==> src/rtl/led_debug_monitor.sv <==
// Purpose : drives the board LEDs from a runtime-selected debug source (static
//           pattern, stretched CPU phase strobes + heartbeat, paged data
//           snapshot, or a free-running activity counter).
// Latency : 1 cycle from MODE/PATTERN/internal state to the registered LED.
// Backpressure: none; every input is sampled each cycle and the LEDs always update.
//
// Ports:
//   CLK       system clock
//   RESET     synchronous active-high reset, overrides every other input
//   MODE      0 static, 1 phase strobes, 2 data page, 3 activity counter
//   PATTERN   LED pattern shown in mode 0
//   PHASE     single-cycle strobes: [0] T0, [1] T1, [2] EXECUTE, [3] SETWRITE
//   DATA_IN   data word to monitor
//   DATA_VLD  load DATA_IN into the snapshot register this cycle
//   LED       registered LED drive
//   PAGE      index of the snapshot page currently selected in mode 2
module led_debug_monitor #(
   parameter int LED_W       = 8,
   parameter int DATA_W      = 16,
   parameter int STRETCH_CYC = 2500000,
   parameter int PAGE_CYC    = 25000000,
   parameter int HB_CYC      = 12500000,
   localparam int NPAGES     = (DATA_W + LED_W - 1) / LED_W,
   localparam int PAGE_W     = (NPAGES > 1) ? $clog2(NPAGES) : 1
) (
   input  logic              CLK,
   input  logic              RESET,
   input  logic [1:0]        MODE,
   input  logic [LED_W-1:0]  PATTERN,
   input  logic [3:0]        PHASE,
   input  logic [DATA_W-1:0] DATA_IN,
   input  logic              DATA_VLD,
   output logic [LED_W-1:0]  LED,
   output logic [PAGE_W-1:0] PAGE
);

   localparam int SC_W = $clog2(STRETCH_CYC + 1);
   localparam int HB_W = (HB_CYC > 1) ? $clog2(HB_CYC) : 1;
   localparam int PS_W = (PAGE_CYC > 1) ? $clog2(PAGE_CYC) : 1;

   localparam logic [1:0] MODE_STATIC = 2'd0;
   localparam logic [1:0] MODE_PHASE  = 2'd1;
   localparam logic [1:0] MODE_PAGE   = 2'd2;
   localparam logic [1:0] MODE_COUNT  = 2'd3;

   logic [SC_W-1:0]         stretch_cnt [4];
   logic [3:0]              stretched;
   logic [HB_W-1:0]         hb_cnt;
   logic                    hb;
   logic [DATA_W-1:0]       act_cnt;
   logic [DATA_W-1:0]       snapshot;
   logic [1:0]              mode_q;
   logic [PS_W-1:0]         page_ps;
   logic [PAGE_W-1:0]       page_q;
   logic [NPAGES*LED_W-1:0] snap_pad;
   logic [LED_W-1:0]        page_word;
   logic [LED_W-1:0]        led_d;

   // Phase stretchers: a strobe (re)loads the full count, so a re-trigger
   // restarts the window rather than extending it cumulatively.
   always_ff @(posedge CLK) begin
      if (RESET) begin
         for (int i = 0; i < 4; i++) stretch_cnt[i] <= '0;
      end else begin
         for (int i = 0; i < 4; i++) begin
            if (PHASE[i])
               stretch_cnt[i] <= SC_W'(STRETCH_CYC);
            else if (stretch_cnt[i] != '0)
               stretch_cnt[i] <= stretch_cnt[i] - SC_W'(1);
         end
      end
   end

   always_comb begin
      for (int i = 0; i < 4; i++) stretched[i] = (stretch_cnt[i] != '0);
   end

   // Heartbeat toggles once per HB_CYC cycles, independent of MODE.
   always_ff @(posedge CLK) begin
      if (RESET) begin
         hb_cnt <= '0;
         hb     <= 1'b0;
      end else if (hb_cnt == HB_W'(HB_CYC - 1)) begin
         hb_cnt <= '0;
         hb     <= ~hb;
      end else begin
         hb_cnt <= hb_cnt + HB_W'(1);
      end
   end

   // Free-running activity counter, snapshot capture and previous-mode register.
   always_ff @(posedge CLK) begin
      if (RESET) begin
         act_cnt  <= '0;
         snapshot <= '0;
         mode_q   <= MODE_STATIC;
      end else begin
         act_cnt <= act_cnt + DATA_W'(1);
         mode_q  <= MODE;
         if (DATA_VLD) snapshot <= DATA_IN;
      end
   end

   // Page prescaler only runs while mode 2 is held steady; entering mode 2
   // (or leaving it) always restarts from page 0.
   always_ff @(posedge CLK) begin
      if (RESET) begin
         page_ps <= '0;
         page_q  <= '0;
      end else if (MODE != MODE_PAGE || MODE != mode_q) begin
         page_ps <= '0;
         page_q  <= '0;
      end else if (page_ps == PS_W'(PAGE_CYC - 1)) begin
         page_ps <= '0;
         if (page_q == PAGE_W'(NPAGES - 1))
            page_q <= '0;
         else
            page_q <= page_q + PAGE_W'(1);
      end else begin
         page_ps <= page_ps + PS_W'(1);
      end
   end

   // Zero-extend the snapshot to a whole number of pages so the top page
   // reads unused bits as 0.
   always_comb begin
      snap_pad                = '0;
      snap_pad[DATA_W-1:0]    = snapshot;
      page_word               = '0;
      for (int p = 0; p < NPAGES; p++) begin
         if (page_q == PAGE_W'(p)) page_word = snap_pad[p*LED_W +: LED_W];
      end
   end

   always_comb begin
      led_d = '0;
      unique case (MODE)
         MODE_STATIC: led_d = PATTERN;
         MODE_PHASE: begin
            led_d[3:0]       = stretched;
            led_d[LED_W-1]   = hb;
         end
         MODE_PAGE:   led_d = page_word;
         MODE_COUNT:  led_d = act_cnt[DATA_W-1 -: LED_W];
         default:     led_d = '0;
      endcase
   end

   always_ff @(posedge CLK) begin
      if (RESET)
         LED <= '0;
      else
         LED <= led_d;
   end

   assign PAGE = page_q;

endmodule

==> config.mk <==
export PLATFORM = sky130hd
export DESIGN_NAME = led_debug_monitor
export DESIGN_NICKNAME = d
export VERILOG_FILES = /design/src/rtl/led_debug_monitor.sv
export SDC_FILE = /design/constraint.sdc
export NUM_CORES = 1
export LEC_CHECK = 0
export CAP_MARGIN = 20
export CORE_MARGIN = 3
export CORE_UTILIZATION = 40
export DETAILED_ROUTE_END_ITERATION = 10
export GPL_TIMING_DRIVEN = 0
export SYNTH_ARGS = -nofsm -noshare
export SYNTH_HDL_FRONTEND = slang
export SYNTH_SLANG_ARGS = --single-unit
==> constraint.sdc <==
create_clock -name CLK -period 2.93 [get_ports CLK]
set_input_delay 0.4395 -clock CLK [delete_from_list [all_inputs] [get_ports CLK]]
set_output_delay 0.4395 -clock CLK [all_outputs]
set_load 0.1 [all_outputs]
==> qor.yml, run 1 <==
placement:
  placement.cell_area_um2: 9580
  routabilityCongestion: 0.813
  port_buffers: 39
  place_inst: 1221
  dp_hpwl_mm: 13.1
  dp_slack_ns: -0.641
yosys:
  synth_edf_count: 88
  yosys_warnings: 0
  syn_inst: 906
  ys_seq_area_share_pct: 51.0
  synth_top_area_share_pct: 29.9
  avgSynthCellArea_um2: 9.75
  yosys-top-cells-area: "edfxtp_1, dfxtp_1, nor2_1"
  synth_area_um2: 8840
  synth-seq-cells: 181
  synthFlopType: "dfxtp_1"
  synthDistinctLibCells: 52
  synth_nets: 949
  yosysTopAreaCell: "edfxtp_1"
  synthArstFlopShare_pct: 0
floorplanning:
  die-area_um2: 23900
  initial_core_util_pct: 41.4
  fp.dieH_um: 155
  core_um2: 21400
  dieWidth_um: 155
  num_rows: 53
  io_pins: 42
global_routing:
  grt_use_total_pct: 16.3
  grt_pass1_vias: 6287
  grt_pass1_wl_mm: 31.7
  antenna_found_initial: 1
  grt_overflow_total: 0
  grt_max_degree: 23
setup_path:
  startpoint_type: "flop"
  path_cells: "or4_1, or3_1, or3_1, buf_2, or3_4"
  worstPathRequired_ns: 3.08
  cp.arrival_ns: 2.90
  r2r_slack_ns: 0.18
  worst_path_most_repeated_cell: "or3_1"
  path_max_fanout: 22
  worst_path_largest_cell_delay_ns: 0.58
  critPathCaptureType: "flop"
  crit_slowest_cell: "or4_1"
  path_class: "reg -> reg"
timing:
  relSlewSlack_pct: 35.3
  fmax_ghz: 0.364
  maxSlewViolCount: 0
  finalCriticalPeriod_ns: 2.75
  period_share_pct: 93.9
  tns_ns: 0
  worst_slack_ns: 0.179
  fin_skew_ns: 0.0119
  setup_violations: 0
  finalHoldViolCount: 0
  worst_pin_slew_ns: 0.967
  rsz0062_at_grt: "false"
pwr:
  p_leak_uw: 0.00362
  power.total_uw: 5910
  peakVddDrop_v: 0.000481
  cellPowerDensity_nw_per_um2: 581
routing:
  drt_first_pass_iters: 5
  drtAntennaViolNets: 0
  vias: 6631
  routed_wl_mm: 18.9
  drt_iter0_markers: 332
  drc_errors: 0
  viasPerCell: 5.29
  wl_per_cell_um: 15.1
layout:
  finalNetCount: 1009
  stdcell_area_um2: 10200
  area_delta_synth_final_pct: 15.1
  n_antenna_cell: 0
  final_cell_mix: "nor2_1, dfxtp_1, edfxtp_1"
  final_cells: 1254
  layout_commonest_cell: "nor2_1"
  fill_cells: 1999
  layout-drive-gt1-share_pct: 5.92
clocking:
  clkSinkCount: 181
  cts_tree: "done"
  ctsRootBufferMaster: "clkbuf_16"
  cts_htree_levels: 4
  clockBufferDepth: 2
  clock_latency_ns: 0.43
  ctsHoldBuffers: 0
  cts_buffers: 17
  clk_pin_slew_worst_paths_ns: 0.07
run:
  maxCapViolations: 0
run_status:
  status: "finished clean"
worst_hold_path:
  hold_path.class: "reg -> reg"
layer usage:
metal / vias up / share of wire (%) / GRT usage, % / wire length [um]
li1: 3361 / - / - / -
met1: 3140 / 51 / 23.5 / 9580
met2: 109 / 44 / 24.4 / 8240
met3: 19 / 4.1 / 3.86 / 767
met4: 2 / 1.7 / 4.88 / 317
met5: - / 0.048 / 0 / 9
what timing repair did:
action / 4_1_cts / 5_1_grt
setup endpoints to repair: 66 / 46
setup buffers: 0 / 0
gates resized for setup: 4 / 3
hold endpoints to repair: 0 / 0
stage by stage:
stage | hold slack (ns) | util, %
floorplan | 0.413 | -
global placement | 0.427 | 44.8
detailed placement | 0.434 | 44.8
CTS | 0.450 | 47.6
global route | 0.467 | 47.6
finish | 0.444 | 47.6
path summary, 6_finish.rpt:
path | startpoint | to | cells after the start
setup / recovery | stretch_cnt[0][16] | stretch_cnt[0][17] | 5
hold / removal | hb_cnt[0] | hb_cnt[0] | 1
setup reg to reg | stretch_cnt[0][16] | stretch_cnt[0][17] | 5
hold reg to reg | hb_cnt[0] | hb_cnt[0] | 1
worst max-delay path, delay by kind of cell, from the launching register on:
kind	cells	cell delay (ns)
buf+inv	1	0.17
flops	1	0.46
simple gates	4	1.83
state kept, by name, summed over array words and instances, names as in the netlist:
name / count
stretch_cnt: 88
hb: 1
snap_pad: 16
hb_cnt: 24
page_ps: 25
act_cnt: 16
mode_q: 2
PAGE: 1
LED: 8
area by class of cell:
type	instances	area, um^2	share of cell area, %
multi-input combinational	670	4130	40.6
tap	275	344	3.38
clock inverter	14	126	1.24
inverter	21	78.8	0.775
sequential	181	4500	44.3
clock buffer	18	439	4.32
buffer	34	145	1.43
timing repair buffer	41	400	3.94
cells in the mapped netlist, types with 21 or more instances:
cell type	n
nor2_1	179
dfxtp_1	93
edfxtp_1	88
xnor2_1	59
xor2_1	59
nand2_1	43
nand3_1	37
a21oi_1	30
nor3_1	30
nand4_1	28
clkbuf_1	25
mux2i_1	24
nor4_1	24
inv_1	21
o21ai_0	21
or4_1	21
cell families after synthesis:
logic type / after synthesis / share of synthesized area (%)
simple gates: 431 / 24.4
flops: 181 / 51.0
xor+xnor: 118 / 11.7
mux: 26 / 3.10
fa+ha+maj: 10 / 1.42
buf+inv: 55 / 2.53
compound gates: 85 / 5.90
where the power goes:
group          total, uW  internal (uW)  switching [uW]
sequential          2910           2790             117
combinational        780            316             464
clock               2230           1200            1020
total               5910           4310            1600
Note: power is estimated with default switching activity, not from simulation.
==> run 2: changes to the inputs <==
--- a/config.mk
+++ b/config.mk
@@ -10,6 +10,7 @@
 export CORE_UTILIZATION = 40
 export DETAILED_ROUTE_END_ITERATION = 10
 export GPL_TIMING_DRIVEN = 0
+export SLEW_MARGIN = 10
 export SYNTH_ARGS = -nofsm -noshare
 export SYNTH_HDL_FRONTEND = slang
 export SYNTH_SLANG_ARGS = --single-unit
==> run 2 against run 1 <==
Effect of this change:
- sequential share of layout area stayed put
- sequential cell count stayed put
- non-clock buffer count stayed put
- largest cell class unchanged
- critical endpoint unchanged
==> qor.yml, run 2 (synthesis results as in run 1) <==
run_status:
  status: "finished clean"
floorplanning:
  die-area_um2: 23900
  num_rows: 53
  fp.dieH_um: 155
  dieWidth_um: 155
  io_pins: 42
  initial_core_util_pct: 41.4
  core_um2: 21400
routing:
  drt_iter0_markers: 332
  wl_per_cell_um: 15.1
  viasPerCell: 5.29
  vias: 6631
  drc_errors: 0
  routed_wl_mm: 18.9
  drtAntennaViolNets: 0
  drt_first_pass_iters: 5
setup_path:
  crit_slowest_cell: "or4_1"
  rr_worst_depth: 5
  r2r_slack_ns: 0.18
  startpoint_type: "flop"
  worst_path_largest_cell_delay_ns: 0.58
  path_cells: "or4_1, or3_1, or3_1, buf_2, or3_4"
  path_max_fanout: 22
  worst_path_most_repeated_cell: "or3_1"
  worstPathRequired_ns: 3.08
  cp.buffers_inverters: 1
  path_class: "reg -> reg"
  r2r_start: "stretch_cnt[0][16]"
  critPathCaptureType: "flop"
  cp.arrival_ns: 2.90
  critPathTopFamily: "simple AND/OR/NAND/NOR gates"
  r2r_end: "stretch_cnt[0][17]"
timing:
  worst_pin_slew_ns: 0.967
  maxSlewViolCount: 0
  fin_hold_ws_ns: 0.444
  period_share_pct: 93.9
  fin_skew_ns: 0.0119
  fmax_ghz: 0.364
  rsz0062_at_grt: "false"
  finalCriticalPeriod_ns: 2.75
  relSlewSlack_pct: 35.3
  finalHoldViolCount: 0
  setup_violations: 0
worst_hold_path:
  hold_path.class: "reg -> reg"
  whs_path_depth: 1
  min_from: "hb_cnt[0]"
  hold_end: "hb_cnt[0]"
global_routing:
  grt_use_total_pct: 16.3
  grt_pass1_wl_mm: 31.7
  grt_max_degree: 23
  antenna_found_initial: 1
  grt_pass1_vias: 6287
  grt_overflow_total: 0
clocking:
  ctsHoldBuffers: 0
  clk_pin_slew_worst_paths_ns: 0.07
  clock_latency_ns: 0.43
  cts_tree: "done"
  cts_buffers: 17
  cts_htree_levels: 4
  clockBufferDepth: 2
  clkSinkCount: 181
  cts_setup_buffers: 0
  ctsRootBufferMaster: "clkbuf_16"
layout:
  n_antenna_cell: 0
  final_cell_mix: "nor2_1, dfxtp_1, edfxtp_1"
  layout_commonest_cell: "nor2_1"
  layout-drive-gt1-share_pct: 5.92
  finalNetCount: 1009
  largest_reg_flops: 88
  stdcell_area_um2: 10200
  fill_cells: 1999
  final_cells: 1254
  post-route-util_pct: 47.6
  area_delta_synth_final_pct: 15.1
  largest-register: "stretch_cnt"
  reg_top3: "stretch_cnt x88, page_ps x25, hb_cnt x24"
run:
  maxCapViolations: 0
placement:
  placement.cell_area_um2: 9580
  port_buffers: 39
  place_inst: 1221
  routabilityCongestion: 0.813
  dp_hpwl_mm: 13.1
pwr:
  cellPowerDensity_nw_per_um2: 581
  p_leak_uw: 0.00362
  peakVddDrop_v: 0.000481
  power.total_uw: 5910
==> run 2: cell counts in the layout (fill, tap and decap cells not counted) <==
No cell type changed its count.
==> run 2: area by class of cell <==
cell class              instances  area, um^2  share of cell area [%]
plain buffers                  34         145                    1.43
clock buffers                  18         439                    4.32
clock inverters                14         126                    1.24
inverters                      21        78.8                   0.775
multi-input cells             670        4130                    40.6
flip-flops and latches        181        4500                    44.3
well taps                     275         344                    3.38
repair buffers                 41         400                    3.94
==> run 2: routing by layer <==
layer  global-route usage [%]  vias to the layer above  part of all wire (%)
li1                         -                     3361                     -
met1                     23.5                     3140                    51
met2                     24.4                      109                    44
met3                     3.86                       19                   4.1
met4                     4.88                        2                   1.7
met5                        0                        -                 0.048
==> run 2: how the worst max path moves through the flow <==
stage | cells past startpoint | to | from | slack (ns)
finish | 5 | stretch_cnt[0][17] | stretch_cnt[0][16] | 0.18
global route | 4 | stretch_cnt[2][21] | stretch_cnt[2][6] | 0.03
CTS | 4 | stretch_cnt[2][0] | stretch_cnt[2][6] | 0.06
detailed placement | 5 | stretch_cnt[1][9] | RESET | -0.64
global placement | 5 | stretch_cnt[1][9] | RESET | -0.60
floorplan | 5 | stretch_cnt[0][0] | stretch_cnt[0][16] | 0.15
==> run 2: metrics by stage <==
stage	setup TNS [ns]	setup WS [ns]
final	0	0.179
after global routing	0	0.0349
after CTS	0	0.0628
after detailed placement	-19.73	-0.641
after global placement	-18.88	-0.600
after floorplan	0	0.146
==> run 2: timing repair <==
item / 4_1_cts / 5_1_grt
gates resized for setup: 4 / 3
pin swaps: 0 / 0
endpoints found under the setup margin: 66 / 46
==> run 2: worst reg2reg max path: cells and delay by family, from the launching register on <==
kind          cells  cell delay [ns]
buf+inv           1             0.17
flops             1             0.46
simple gates      4             1.83
==> run 2: where the power goes <==
part	total [uW]	switching, uW	internal (uW)
Sequential	2910	117	2790
Combinational	780	464	316
Clock	2230	1020	1200
Total	5910	1600	4310
==> run 3: changes to the inputs <==
--- a/config.mk
+++ b/config.mk
@@ -10,6 +10,7 @@
 export CORE_UTILIZATION = 40
 export DETAILED_ROUTE_END_ITERATION = 10
 export GPL_TIMING_DRIVEN = 0
+export REMOVE_ABC_BUFFERS = 1
 export SLEW_MARGIN = 10
 export SYNTH_ARGS = -nofsm -noshare
 export SYNTH_HDL_FRONTEND = slang
==> run 3 against run 2 <==
Effect of this change:
- final cell count down 2.4%
- design area down 0.87%
- clock skew about the same
- combinational power down 2%
- utilization down 0.42 points
- non-clock buffer count down 30
- critical path type unchanged
==> qor.yml, run 3 (synthesis results as in run 1) <==
clocking:
  clockBufferDepth: 2
  clk_pin_slew_worst_paths_ns: 0.08
  clock_latency_ns: 0.43
  ctsHoldBuffers: 0
  cts_htree_levels: 4
  cts_tree: "done"
  ctsRootBufferMaster: "clkbuf_16"
  cts_setup_buffers: 0
  clkSinkCount: 181
  cts_buffers: 17
pwr:
  p_leak_uw: 0.00358
  pwr-share-comb_pct: 13.0
  p_int_uw: 4230
  peakVddDrop_v: 0.000356
  power_switching_uw: 1640
  cellPowerDensity_nw_per_um2: 582
  seq_power_share_pct: 49.6
  p_clk_share_pct: 37.4
  sw_frac_of_total_pct: 28.0
global_routing:
  grt_pass1_vias: 6142
  grt_use_total_pct: 15.5
  antenna_found_initial: 0
  grt_max_degree: 46
  grt_pass1_wl_mm: 30.5
  grt_overflow_total: 0
routing:
  drtAntennaViolNets: 0
  vias: 6449
  wl_met3_um: 610
  top_layer_used: "met4"
  routed_wl_mm: 18.1
  drc_errors: 0
  wl_met2_mm: 7.90
  viasPerCell: 5.27
  drt_iter0_markers: 348
  wl_per_cell_um: 14.8
  met1Wirelength_mm: 9.35
  drt_first_pass_iters: 5
worst_hold_path:
  min_from: "act_cnt[0]"
  whs_path_depth: 1
  hold_path.class: "reg -> reg"
  hold_end: "act_cnt[0]"
layout:
  stdcell_area_um2: 10100
  reg_top3: "stretch_cnt x88, page_ps x25, hb_cnt x24"
  largest-register: "stretch_cnt"
  largest_reg_flops: 88
  layout-drive-gt1-share_pct: 6.01
  area_delta_synth_final_pct: 14.1
  final_cell_mix: "nor2_1, dfxtp_1, edfxtp_1"
  final_cells: 1224
  n_antenna_cell: 0
  layout_commonest_cell: "nor2_1"
  finalNetCount: 979
  post-route-util_pct: 47.2
timing:
  finalCriticalPeriod_ns: 2.75
  setup_violations: 0
  fin_skew_ns: 0.0116
  worst_slack_ns: 0.177
  rsz0062_at_grt: "false"
  relSlewSlack_pct: 34.5
  worst_pin_slew_ns: 0.980
  maxSlewViolCount: 0
  finalHoldViolCount: 0
  tns_ns: 0
  fmax_ghz: 0.363
  period_share_pct: 93.9
floorplanning:
  io_pins: 42
  core_um2: 21400
  dieWidth_um: 155
  die-area_um2: 23900
  num_rows: 53
  fp.dieH_um: 155
  initial_core_util_pct: 41.4
run_status:
  status: "finished clean"
run:
  maxCapViolations: 0
setup_path:
  path_class: "reg -> reg"
  startpoint_type: "flop"
  critPathCaptureType: "flop"
  r2r_start: "stretch_cnt[2][10]"
  path_max_fanout: 22
  r2r_slack_ns: 0.18
  rr_worst_depth: 4
  critPathTopFamily: "simple AND/OR/NAND/NOR gates"
  path_cells: "or4_1, nor4_2, nand3_1, or3_2"
  crit_start: "stretch_cnt[2][10]"
  r2r_end: "stretch_cnt[2][0]"
  cp.arrival_ns: 2.85
  crit_slowest_cell: "or3_2"
  worstPathRequired_ns: 3.03
  worst_path_largest_cell_delay_ns: 0.72
  cp.buffers_inverters: 0
placement:
  placement.cell_area_um2: 9490
  dp_slack_ns: -0.152
  place_inst: 1190
  routabilityCongestion: 0.775
  dp_hpwl_mm: 12.1
  port_buffers: 41
run 3: per-stage QoR:
step	hold slack [ns]	power [uW]
floorplan	0.409	3480
global placement	0.428	3710
detailed placement	0.435	3720
CTS	0.440	5940
global route	0.463	6150
finish	0.442	5870
run 3: worst max-delay path by stage:
stage                          to  slack [ns]  cells past startpoint
6_report        stretch_cnt[2][0]        0.18                      4
5_1_grt        stretch_cnt[3][14]       0.003                      5
4_1_cts        stretch_cnt[3][12]        0.03                      5
3_5_place_dp   stretch_cnt[1][10]       -0.15                      4
3_3_place_gp   stretch_cnt[1][12]       -2.21                      3
2_1_floorplan   stretch_cnt[0][0]        0.17                      4
run 3: repair_timing:
action | in CTS | in global routing
hold endpoints to repair | 0 | 0
setup endpoints to repair | 67 | 69
resized for setup | 6 | 3
pin swaps | 0 | 1
run 3: final cells by class:
cell class	instances	area [um^2]
clock inverter	15	135
inverter	21	78.8
timing repair buffer	45	462
multi-input combinational	670	4130
fill	2043	11300
clock buffer	17	425
tap	275	344
sequential	181	4500
run 3: metal layers:
layer  vias to the layer above  global-route usage [%]
met5                         -                       0
li1                       3305                       -
met3                        12                    3.27
met1                      3037                    22.5
met4                         0                    4.67
met2                        95                    23.2
run 3: power groups by stage:
stage	logic [uW]	clock network [uW]	registers (uW)
floorplan	500	0	2980
global placement	746	0	2960
detailed placement	758	0	2960
CTS	768	2260	2910
global route	862	2360	2930
finish	765	2200	2910
run 3: worst reg2reg max path: cells and delay by family (launching register included):
family           cells  cell delay, ns
DFF                  1            0.45
and+or+nand+nor      4            1.95
==> RTL change, RTL diff (config.mk and constraints of run 3) <==
Change the parameter `STRETCH_CYC` from 2500000 to 5000000.
--- a/src/rtl/led_debug_monitor.sv
+++ b/src/rtl/led_debug_monitor.sv
@@ -18,5 +18,5 @@
    parameter int LED_W       = 8,
    parameter int DATA_W      = 16,
-   parameter int STRETCH_CYC = 2500000,
+   parameter int STRETCH_CYC = 5000000,
    parameter int PAGE_CYC    = 25000000,
    parameter int HB_CYC      = 12500000,
Function: same outputs for any inputs over 10 cycles, from zero or initial values and one cycle with RESET high; that may be too few to reach the edited logic, so the function may still have changed.
==> RTL change against run 3 <==
  * Sequential cell count grew 4
  * Via count grew 2.9%
  * Largest cell class unchanged
  * Routed wire length grew 0.25%
  * Power grew 3.0%
  * Cell area grew 2.2%
  * Setup slack lost 0.063 ns
  * Synthesized area grew 2.1%
  * Die area grew 2.1%
  * Largest power group unchanged
==> RTL change: results (changes against run 3) <==
Worst Hold Launch: hb_cnt[0]
1st-iter DRT viols: 297 (-15%)
fraction of registers with async set or reset after synthesis: 0 (unchanged)
Highest Signal Layer: met5
antenna cells: 0 (unchanged)
maximum VDD drop: 325 uV (-8.7%)
initial antenna violation count: 2 (+2)
GRT Total Usage: 0.153 (-0.00159)
Final nets: 1005 (+2.7%)
placed cells: 1220 (+2.5%)
most common flop cell mapped by yosys: dfxtp_1
Post-synth EDFFs: 92 (+4.5%)
Slew @ Worst Pin: 0.975 ns (-0.00497 ns)
Clk Latency, worst-skew pair: 0.43 ns (about the same)
clock tree buffer depth: 2 (unchanged)
drt pass-1 iters: 4 (-1)
wire length on met3: 722 um (+18%)
M1 GR Usage: 0.220 (-0.00578)
synth cell count leaders: 188 x nor2_1, 93 x dfxtp_1, 92 x edfxtp_1
Clock Skew: 0.0105 ns (-0.00111 ns)
CP Capture Point: stretch_cnt[1][10]
Port Buffer Count: 41 (unchanged)
detailed-routing wirelength on met1: 9160 um (-2.0%)
first-pass GRT wire length: 30800 um (+1.2%)
Root Driver: clkbuf_16
Num CTS Buffers: 17 (unchanged)
number of global-route vias before repair: 6352 (+3.4%)
sequential share of the synthesized area: 0.512 (+0.00264)
Max H-tree Level: 4 (unchanged)
Post-Place Worst Slack: -0.962 ns (-0.810 ns)
Hold Path End: hb_cnt[0]
dpl hpwl: 12100 um (-0.17%)
met3 Usage GRT: 0.0321 (-0.000657)
Hold Path Depth: 1 (unchanged)
drt via density: 5.28 (+0.25%)
crit path DAT: 2.95 ns (+0.10 ns)
Area contributors post-synth: edfxtp_1 31%, dfxtp_1 21%, nor2_1 7.8%
largest registers: stretch_cnt: 92 flops, page_ps: 25 flops, hb_cnt: 24 flops
final cell count without fillers: 1256 (+2.6%)
CP startpoint: stretch_cnt[1][0]
final setup margin: 0.114 ns (-0.0630 ns)
largest net degree at the start of global routing: 73 (+59%)
Leak Pwr: 3.61 nW (+0.96%)
crit-path max FO: 23 (+4.5%)
CP max stage delay: 0.70 ns (-0.02 ns)
RePlAce Congestion: 0.782 (+0.94%)
syn_area_per_cell: 9.66 um^2 (-0.92%)
postcts setup bufs: 0 (unchanged)
met2 routed WL: 8050 um (+1.9%)
Slowest-stage cell, CP: or4b_4
count of different cell masters after synthesis: 52 (unchanged)
Resize count post-CTS: 13 (+7)
Crit path max-delay family: simple AND/OR/NAND/NOR gates
area post-placement: 9640 um^2 (+1.6%)
cells on worst reg2reg path: 6 (+2)
status: finished, final reports clean
met2 Use GR: 0.235 (+0.00335)
wire per inst: 14.4 um (-2.3%)
ratio of cells with drive above 1 in the final layout: 0.0615 (+0.00141)
## RTL change: cell families after synthesis
logic type,Yosys count,share of synthesized area
xor+xnor,118,0.114
compound gates,91,0.0603
mux,26,0.0304
flops,185,0.512
simple gates,449,0.245
fa+ha+maj,9,0.0125
buf+inv,56,0.0247
## RTL change: report_power, final
part / switching, mW / internal (mW)
clock network: 0.974 / 1.25
registers: 0.134 / 2.87
logic: 0.475 / 0.350
## RTL change: layout make-up
type	count	area (um^2)
fill	2121	11700
clock buffer	19	433
inverter	21	78.8
tap	280	350
sequential	185	4620
timing repair buffer	45	444
clock inverter	13	129
multi-input combinational	693	4250
## RTL change: through the flow
step | power, mW | hold WS [ns] | setup TNS [ns]
floorplan | 3.62 | 0.426 | -4.79
global placement | 3.86 | 0.441 | -325.68
detailed placement | 3.86 | 0.450 | -42.13
CTS | 6.10 | 0.465 | 0
global route | 6.35 | 0.496 | -0.0806
finish | 6.05 | 0.464 | 0
